`src/rtl/rom_load_ctrl.sv`:
```
// ROM download sequencer: forwards HPS download bytes to the core with region decode,
// validates length/order, and holds the core in reset until a good image has settled.
module rom_load_ctrl #(
    parameter int AW          = 17,
    parameter int TOTAL       = 'h1_0000,
    parameter int R0_END      = 'h0_4000,
    parameter int R1_END      = 'h0_8000,
    parameter int R2_END      = 'h0_C000,
    parameter int HOLD_CYCLES = 16
) (
    input  logic          clk_sys,
    input  logic          reset,
    input  logic          ioctl_download,
    input  logic [7:0]    ioctl_index,
    input  logic          ioctl_wr,
    input  logic [AW-1:0] ioctl_addr,
    input  logic [7:0]    ioctl_dout,
    output logic          dn_wr,
    output logic [AW-1:0] dn_addr,
    output logic [7:0]    dn_dout,
    output logic [3:0]    dn_region,
    output logic          core_reset,
    output logic          load_done,
    output logic          load_err,
    output logic [AW:0]   byte_count,
    output logic [15:0]   checksum,
    output logic [1:0]    dbg_state   // 0 IDLE, 1 LOAD, 2 HOLD, 3 RUN
);

    typedef enum logic [1:0] {
        S_IDLE = 2'd0,
        S_LOAD = 2'd1,
        S_HOLD = 2'd2,
        S_RUN  = 2'd3
    } state_t;

    localparam logic [AW:0]   TOTAL_C   = (AW+1)'(TOTAL);
    localparam logic [AW-1:0] R0_C      = AW'(R0_END);
    localparam logic [AW-1:0] R1_C      = AW'(R1_END);
    localparam logic [AW-1:0] R2_C      = AW'(R2_END);
    localparam int            HW        = (HOLD_CYCLES > 1) ? $clog2(HOLD_CYCLES) : 1;
    localparam logic [HW-1:0] HOLD_LAST = HW'(HOLD_CYCLES - 1);

    state_t        r_state;
    state_t        w_state_nxt;
    logic          r_dn_wr;
    logic [AW-1:0] r_dn_addr;
    logic [7:0]    r_dn_dout;
    logic [3:0]    r_dn_region;
    logic          r_core_reset;
    logic          r_load_done;
    logic          r_load_err;
    logic [AW:0]   r_byte_count;
    logic [15:0]   r_checksum;
    logic [HW-1:0] r_hold_cnt;

    logic          w_rom_ev;
    logic          w_wr_ev;
    logic          w_in_range;
    logic          w_start;
    logic          w_accept;
    logic          w_in_order;
    logic [AW:0]   w_cnt_base;
    logic [15:0]   w_sum_base;
    logic          w_err_base;
    logic          w_err_nxt;
    logic          w_exit_err;
    logic          w_hold_clr;
    logic          w_hold_inc;
    logic [3:0]    w_region;

    // Any non-LOAD state re-enters LOAD on a ROM event, so the status clear and the
    // first byte of the new image land on the same edge.
    assign w_rom_ev   = ioctl_download && (ioctl_index == 8'd0);
    assign w_wr_ev    = w_rom_ev && ioctl_wr;
    assign w_in_range = {1'b0, ioctl_addr} < TOTAL_C;
    assign w_start    = w_rom_ev && (r_state != S_LOAD);
    assign w_accept   = w_wr_ev && w_in_range;
    assign w_cnt_base = w_start ? '0 : r_byte_count;
    assign w_sum_base = w_start ? 16'd0 : r_checksum;
    assign w_err_base = w_start ? 1'b0 : r_load_err;
    assign w_in_order = {1'b0, ioctl_addr} == w_cnt_base;
    assign w_err_nxt  = w_err_base | (w_wr_ev && !w_in_range) | (w_accept && !w_in_order) | w_exit_err;

    always_comb begin
        w_region = 4'b1000;
        if (ioctl_addr < R0_C) begin
            w_region = 4'b0001;
        end else if (ioctl_addr < R1_C) begin
            w_region = 4'b0010;
        end else if (ioctl_addr < R2_C) begin
            w_region = 4'b0100;
        end
    end

    always_ff @(posedge clk_sys or posedge reset) begin
        if (reset) begin
            r_state <= S_IDLE;
        end else begin
            r_state <= w_state_nxt;
        end
    end

    always_comb begin
        w_state_nxt = r_state;
        w_exit_err  = 1'b0;
        w_hold_clr  = 1'b0;
        w_hold_inc  = 1'b0;
        case (r_state)
            S_IDLE: begin
                if (w_rom_ev) w_state_nxt = S_LOAD;
            end
            S_LOAD: begin
                if (!w_rom_ev) begin
                    if ((r_byte_count == TOTAL_C) && !r_load_err) begin
                        w_state_nxt = S_HOLD;
                        w_hold_clr  = 1'b1;
                    end else begin
                        w_state_nxt = S_IDLE;
                        w_exit_err  = 1'b1;
                    end
                end
            end
            S_HOLD: begin
                if (w_rom_ev) begin
                    w_state_nxt = S_LOAD;
                end else if (r_hold_cnt == HOLD_LAST) begin
                    w_state_nxt = S_RUN;
                end else begin
                    w_hold_inc = 1'b1;
                end
            end
            S_RUN: begin
                if (w_rom_ev) w_state_nxt = S_LOAD;
            end
            default: w_state_nxt = S_IDLE;
        endcase
    end

    always_ff @(posedge clk_sys or posedge reset) begin
        if (reset) begin
            r_dn_wr      <= 1'b0;
            r_dn_addr    <= '0;
            r_dn_dout    <= 8'd0;
            r_dn_region  <= 4'b0001;
            r_core_reset <= 1'b1;
            r_load_done  <= 1'b0;
            r_load_err   <= 1'b0;
            r_byte_count <= '0;
            r_checksum   <= 16'd0;
            r_hold_cnt   <= '0;
        end else begin
            r_dn_wr <= w_accept;
            if (w_accept) begin
                r_dn_addr    <= ioctl_addr;
                r_dn_dout    <= ioctl_dout;
                r_dn_region  <= w_region;
                r_byte_count <= w_cnt_base + (AW+1)'(1);
                r_checksum   <= w_sum_base + {8'd0, ioctl_dout};
            end else if (w_start) begin
                r_byte_count <= '0;
                r_checksum   <= 16'd0;
            end
            r_load_err <= w_err_nxt;
            if (w_hold_clr) begin
                r_hold_cnt <= '0;
            end else if (w_hold_inc) begin
                r_hold_cnt <= r_hold_cnt + HW'(1);
            end
            // Registered from next state so both flags switch on the state-change edge.
            r_core_reset <= (w_state_nxt != S_RUN);
            r_load_done  <= (w_state_nxt == S_RUN);
        end
    end

    assign dn_wr      = r_dn_wr;
    assign dn_addr    = r_dn_addr;
    assign dn_dout    = r_dn_dout;
    assign dn_region  = r_dn_region;
    assign core_reset = r_core_reset;
    assign load_done  = r_load_done;
    assign load_err   = r_load_err;
    assign byte_count = r_byte_count;
    assign checksum   = r_checksum;
    assign dbg_state  = r_state;

endmodule

```
`config.mk`:
```
export PLATFORM = sky130hd
export DESIGN_NAME = rom_load_ctrl
export DESIGN_NICKNAME = d
export VERILOG_FILES = /design/src/rtl/rom_load_ctrl.sv
export SDC_FILE = /design/constraint.sdc
export NUM_CORES = 1
export LEC_CHECK = 0
export ABC_AREA = 0
export BUFFER_PORTS_ARGS = -buffer_cell sky130_fd_sc_hd__buf_2
export CORE_MARGIN = 1.5
export CORE_UTILIZATION = 48
export DETAILED_ROUTE_END_ITERATION = 10
export GPL_TIMING_DRIVEN = 0
export PLACE_DENSITY = 0.78
export SLEW_MARGIN = 20
export SYNTH_ARGS = -nofsm -noshare
export SYNTH_HDL_FRONTEND = slang
export SYNTH_SLANG_ARGS = --single-unit
```
`constraint.sdc`:
```
create_clock -name clk_sys -period 3.19 [get_ports clk_sys]
set_clock_uncertainty 0.05 [all_clocks]
set_input_delay 0.957 -clock clk_sys [delete_from_list [all_inputs] [get_ports clk_sys]]
set_output_delay 0.957 -clock clk_sys [all_outputs]
set_load 0.02 [all_outputs]
```
==> results.cfg, run 1 <==
[timing]
fmax_mhz = 293.1
final.setup.tns_ps = -1436
maxSlewViolCount = 0
max_slew_margin_pct = 53.98
period_share_pct = 107.0
rsz0062_at_grt = yes
fin_ws_ps = -221.8
finalHoldViolCount = 0
hold_ws_ps = 423.9
min_period_ps = 3412
tightest_slew_ps = 684.1
finalSetupViolCount = 10

[routing]
viasPerCell = 5.612
dr.pass1.iters = 5
wirelength_um = 11250
vias = 3833
drc = 0
ant_nets = 0
drtIter0Drc = 256
wl_per_cell_um = 16.47

[critical_path]
r2r_slack_ps = -30
cp-startpoint = ioctl_index[6]
crit_chain = buf_6, or4b_4, nor4_4, buf_6, nor2b_1, ha_1, a21oi_2, o211ai_1, o22ai_2, buf_6, or4_1, a21oi_1
r2r_start = dbg_state[1]
slowest_stage = or4b_4
arrival_ps = 3630
start_kind = input pin
end_kind = flop
max_stage_delay_ps = 550
path_common_cell = buf_6
required_ps = 3410
crit_fanout = 5
crit_buf_inv = 3
crit_family = simple AND/OR/NAND/NOR gates
path_class = in -> reg

[logic_synthesis]
ys_types = 54
synthesis.area_um2 = 3954
avgSynthCellArea_um2 = 8.905
async_flop_share_pct = 100.0
synthCells = 444
synth_largest_area_cell = dfrtp_1
yosys_register_bits = 73
yosys-top-cells-area = dfrtp_1, nand2_1, xnor2_1, ha_1, nor2_1
yosysSeqAreaShare_pct = 46.27
synth_top_cell_area_share_pct = 44.94
synth-edff-count = 0
synth_flop_cell = dfrtp_1
yosysWarnings = 0
syn_nets = 494

[placed_design]
dp_hpwl_um = 8037
gp_congestion = 0.8764
port_buffers = 104
place_area_um2 = 4708

[cells_and_area]
fin_area_um2 = 5112
final_cell_mix = buf_2, nand2_1, dfrtp_1
final_common_cell = buf_2
diodes = 0
synthToLayoutAreaGrowth_pct = 29.30
drive_gt1_share_pct = 29.43
final_core_util_pct = 65.15
nNetsFinal = 626

[floorplan]
die_w_um = 93.76
initial_core_util_pct = 50.38
ios = 106
fp.dieH_um = 93.76
design.die.area_um2 = 8791
row_count = 32
core_area_um2 = 7848

[outcome]
violations = setup timing
run_status = finished with violations

[grt]
antenna_found_initial = 0
grt_pass1_vias = 3548
grt-busiest-layer = met2
grtUsageMet2_pct = 39.25
grt_overflow_total = 0
grt_max_degree = 50
gr-usage-met3_pct = 3.560
grt_use_total_pct = 25.79
grt_pass1_wl_um = 17300
grt_use_met1_pct = 36.42

[pwr]
power_density_nw_per_um2 = 371.9
vdd_drop_max_mv = 0.2600
p_leak_nw = 2.635
fin_total_pwr_mw = 1.901

[clocking]
cts_tree = done
cts_hold_repair.buffers = 0
clockBufferDepth = 2
path_clk_slew_ps = 70
insertion_delay_ps = 350
cts_root_buf = clkbuf_8
numCtsBuffers = 9
cts_sinks = 73
htreeDepth = 3

[worst_hold_path]
worstHoldPathType = reg -> reg
worstHoldStart = dn_dout[5]

[run]
drv_cap = 0
-- cell families (layout without fill, tap and decap cells) --
| logic type | Yosys count | after routing | synth area share, % |
|---|---|---|---|
| fa+ha+maj | 13 | 13 | 4.304 |
| mux | 6 | 6 | 1.614 |
| xor+xnor | 30 | 30 | 6.646 |
| compound gates | 70 | 70 | 10.92 |
| buf+inv | 40 | 177 | 3.956 |
| flops | 73 | 73 | 46.27 |
| simple gates | 212 | 212 | 26.30 |
-- power by group --
group | total (mW) | internal, mW | switching (mW)
sequential | 0.960 | 0.942 | 0.0177
clock | 0.733 | 0.385 | 0.348
combinational | 0.209 | 0.0817 | 0.127
-- synth_stat cells, drive strengths merged, types with 2 or more instances --
cell type and count:
xor2 11, o21a 2, o32ai 2, nand2 92
nor4b 3, and2 5, nor4 9, or3 8
mux2i 3, o21ai 25, nor2 34, nor3b 2
a211oi 3, a31oi 4, dfrtp 71, a21o 3
nand4 9, and3 6, nor3 13, o31ai 3
o22ai 5, inv 20, buf 3, nor2b 11
a21oi 13, ha 12, clkbuf 17, mux2 3
or4 3, xnor2 19, dfstp 2, nand3 12
-- cell type report --
cell class | count | area [um2]
Fill cell | 669 | 2735
Multi-Input combinational cell | 331 | 2105
Sequential cell | 73 | 1829
Timing Repair Buffer | 121 | 678.2
Clock buffer | 12 | 145.1
Tap cell | 102 | 127.6
Buffer | 20 | 97.59
Inverter | 20 | 77.57
Clock inverter | 4 | 52.55
-- worst paths after layout --
kind | end | depth (start not counted)
setup / recovery | checksum[14] | 12
hold / removal | dn_dout[5] | 2
setup reg to reg | checksum[14] | 13
hold reg to reg | dn_dout[5] | 2
max in group asynchronous | dn_region[0] | 3
min in group asynchronous | r_hold_cnt[2] | 2
-- sequential cells by signal (all words and copies together), names as in the netlist, 2 cells and up --
signal      flops
byte_count     18
checksum       16
r_hold_cnt      4
dn_dout         8
dn_region       4
dbg_state       2
dn_addr        17
-- layer usage --
metal	vias up	share of wire, %
met5	-	0
met4	0	3.4
met3	42	7.4
met2	186	46
met1	1810	43
li1	1795	-
-- tightest hold or removal path: stages, from the launching register on --
cell and delay, ps:
dfrtp_1 340, nand2_1 50, nand2_1 60
-- per-stage QoR --
step           setup slack [ps]  instances
6_report                 -221.8        683
5_1_grt                  -308.1        683
4_1_cts                  -305.7        676
3_5_place_dp             -699.5        651
3_3_place_gp             -686.2        650
2_1_floorplan            -193.9        444
-- timing repair --
| action | 4_1_cts | 5_1_grt |
|---|---|---|
| setup endpoints to repair | 11 | 44 |
| buffers inserted | 9 | 7 |
| gates resized for setup | 15 | 5 |
| pin swaps | 12 | 10 |
(Power assumes the default switching activity.)
==> inputs of run 2 (changes only) <==
- CTS_CLUSTER_DIAMETER: not set -> 60
- PLACE_DENSITY: 0.78 -> 0.77
==> results.cfg, run 2 (synthesis gave the netlist of run 1 again) <==
[outcome]
run_status = finished with violations
violations = setup timing

[routing]
viasPerCell = 5.721
wirelength_um = 11510
drc = 0
dr.pass1.iters = 5
vias = 3890
wl_per_cell_um = 16.93
drtIter0Drc = 229
ant_nets = 0

[timing]
fin_ws_ps = -177.2
rsz0062_at_grt = yes
period_share_pct = 105.6
tightest_slew_ps = 704.3
fmax_mhz = 297.0
finalHoldViolCount = 0
max_slew_margin_pct = 52.62
maxSlewViolCount = 0
min_period_ps = 3367
finalSetupViolCount = 11

[grt]
grt_overflow_total = 0
grt_use_total_pct = 27.08
grt_pass1_vias = 3807
grt_max_degree = 50
grt_pass1_wl_um = 18200
antenna_found_initial = 0

[critical_path]
start_kind = input pin
required_ps = 3410
arrival_ps = 3590
end_kind = flop
crit_fanout = 5
path_class = in -> reg

[clocking]
insertion_delay_ps = 350
numCtsBuffers = 9
cts_sinks = 73
cts_tree = done
path_clk_slew_ps = 80
cts_hold_repair.buffers = 0
cts_root_buf = clkbuf_8
htreeDepth = 3
clockBufferDepth = 2

[pwr]
vdd_drop_max_mv = 0.2319
switching_share_pct = 24.38
switchingPower_mw = 0.4982
clkPwrFrac_pct = 42.7
p_int_mw = 1.545
p_seq_share_pct = 47.0
p_leak_nw = 2.614
fin_total_pwr_mw = 2.043
power_density_nw_per_um2 = 396.3
combPwrFrac_pct = 10.3

[floorplan]
core_area_um2 = 7848
design.die.area_um2 = 8791
ios = 106
fp.dieH_um = 93.76
row_count = 32
initial_core_util_pct = 50.38
die_w_um = 93.76

[placed_design]
dpl_worst_slack_ps = -724.7
gp_congestion = 0.8779
dp_hpwl_um = 8042
port_buffers = 104

[cells_and_area]
diodes = 0
final_cell_mix = buf_2, nand2_1, dfrtp_1
synthToLayoutAreaGrowth_pct = 30.41
nNetsFinal = 623
final_common_cell = buf_2
drive_gt1_share_pct = 30.28
largest_reg_flops = 18

[worst_hold_path]
worstHoldPathType = reg -> reg

[run]
drv_cap = 0
[run 2: changes by cell type in the layout (fill, tap and decap cells not counted), sizes merged]
cell	previous run	this run
clkinv	3	2
bufinv	1	3
clkbuf	29	28
buf	124	121
[run 2: per-layer routing]
layer | share of wire (%) | vias to the layer above | GRT usage (%)
met1 | 41 | 1866 | 34.97
met3 | 8.2 | 34 | 5.744
met2 | 47 | 204 | 41.61
li1 | - | 1786 | -
met5 | 0 | - | 0
met4 | 3.4 | 0 | 16.42
[run 2: area by class of cell]
cell class	count	area (um2)
timing repair buffer	118	651.9
multi-input combinational	331	2137
tap	102	127.6
clock inverter	5	103.9
clock buffer	11	131.4
inverter	20	77.57
sequential	73	1829
fill	663	2691
buffer	20	97.59
[run 2: power groups by stage]
stage / clock (mW) / sequential, mW / combinational [mW]
floorplan: 0 / 0.996 / 0.0925
global placement: 0 / 0.978 / 0.184
detailed placement: 0 / 0.978 / 0.194
CTS: 0.875 / 0.960 / 0.207
global route: 0.919 / 0.963 / 0.228
finish: 0.873 / 0.960 / 0.210
[run 2: path summary, 6_finish.rpt]
check | depth (start not counted) | endpoint | slack (ps) | from
max in group asynchronous | 3 | dn_region[0] | 1960 | reset
max | 11 | checksum[14] | -180 | ioctl_index[0]
min reg2reg | 2 | dn_dout[0] | 420 | dn_dout[0]
min | 2 | dn_dout[0] | 420 | dn_dout[0]
max reg2reg | 12 | checksum[14] | 10 | dbg_state[1]
min in group asynchronous | 2 | byte_count[7] | 530 | reset
[run 2: timing repair]
action                                  in CTS  in global routing
pin swaps                                   10                  6
gates resized for setup                     24                  2
setup buffers                               12                  1
endpoints found under the setup margin      12                 16
[run 2: stage by stage]
step / utilization (%) / hold WS (ps) / cells / TNS, ps / area [um2]
floorplan: - / 455.1 / 444 / -1666 / 4030
global placement: 59.61 / 403.0 / 650 / -48750 / 4678
detailed placement: 60.00 / 408.5 / 651 / -11450 / 4708
CTS: 65.61 / 426.1 / 679 / -457.1 / 5149
global route: 65.70 / 454.6 / 680 / -2369 / 5156
finish: 65.70 / 422.6 / 680 / -988.1 / 5156
[run 2: worst max-delay path: stages]
cell	delay (ps)
buf_6	90
or4b_4	550
nor4_4	260
buf_6	200
nor2b_2	60
ha_1	320
nand3_2	90
o211ai_1	290
o22ai_2	190
or4_1	450
a21oi_2	140
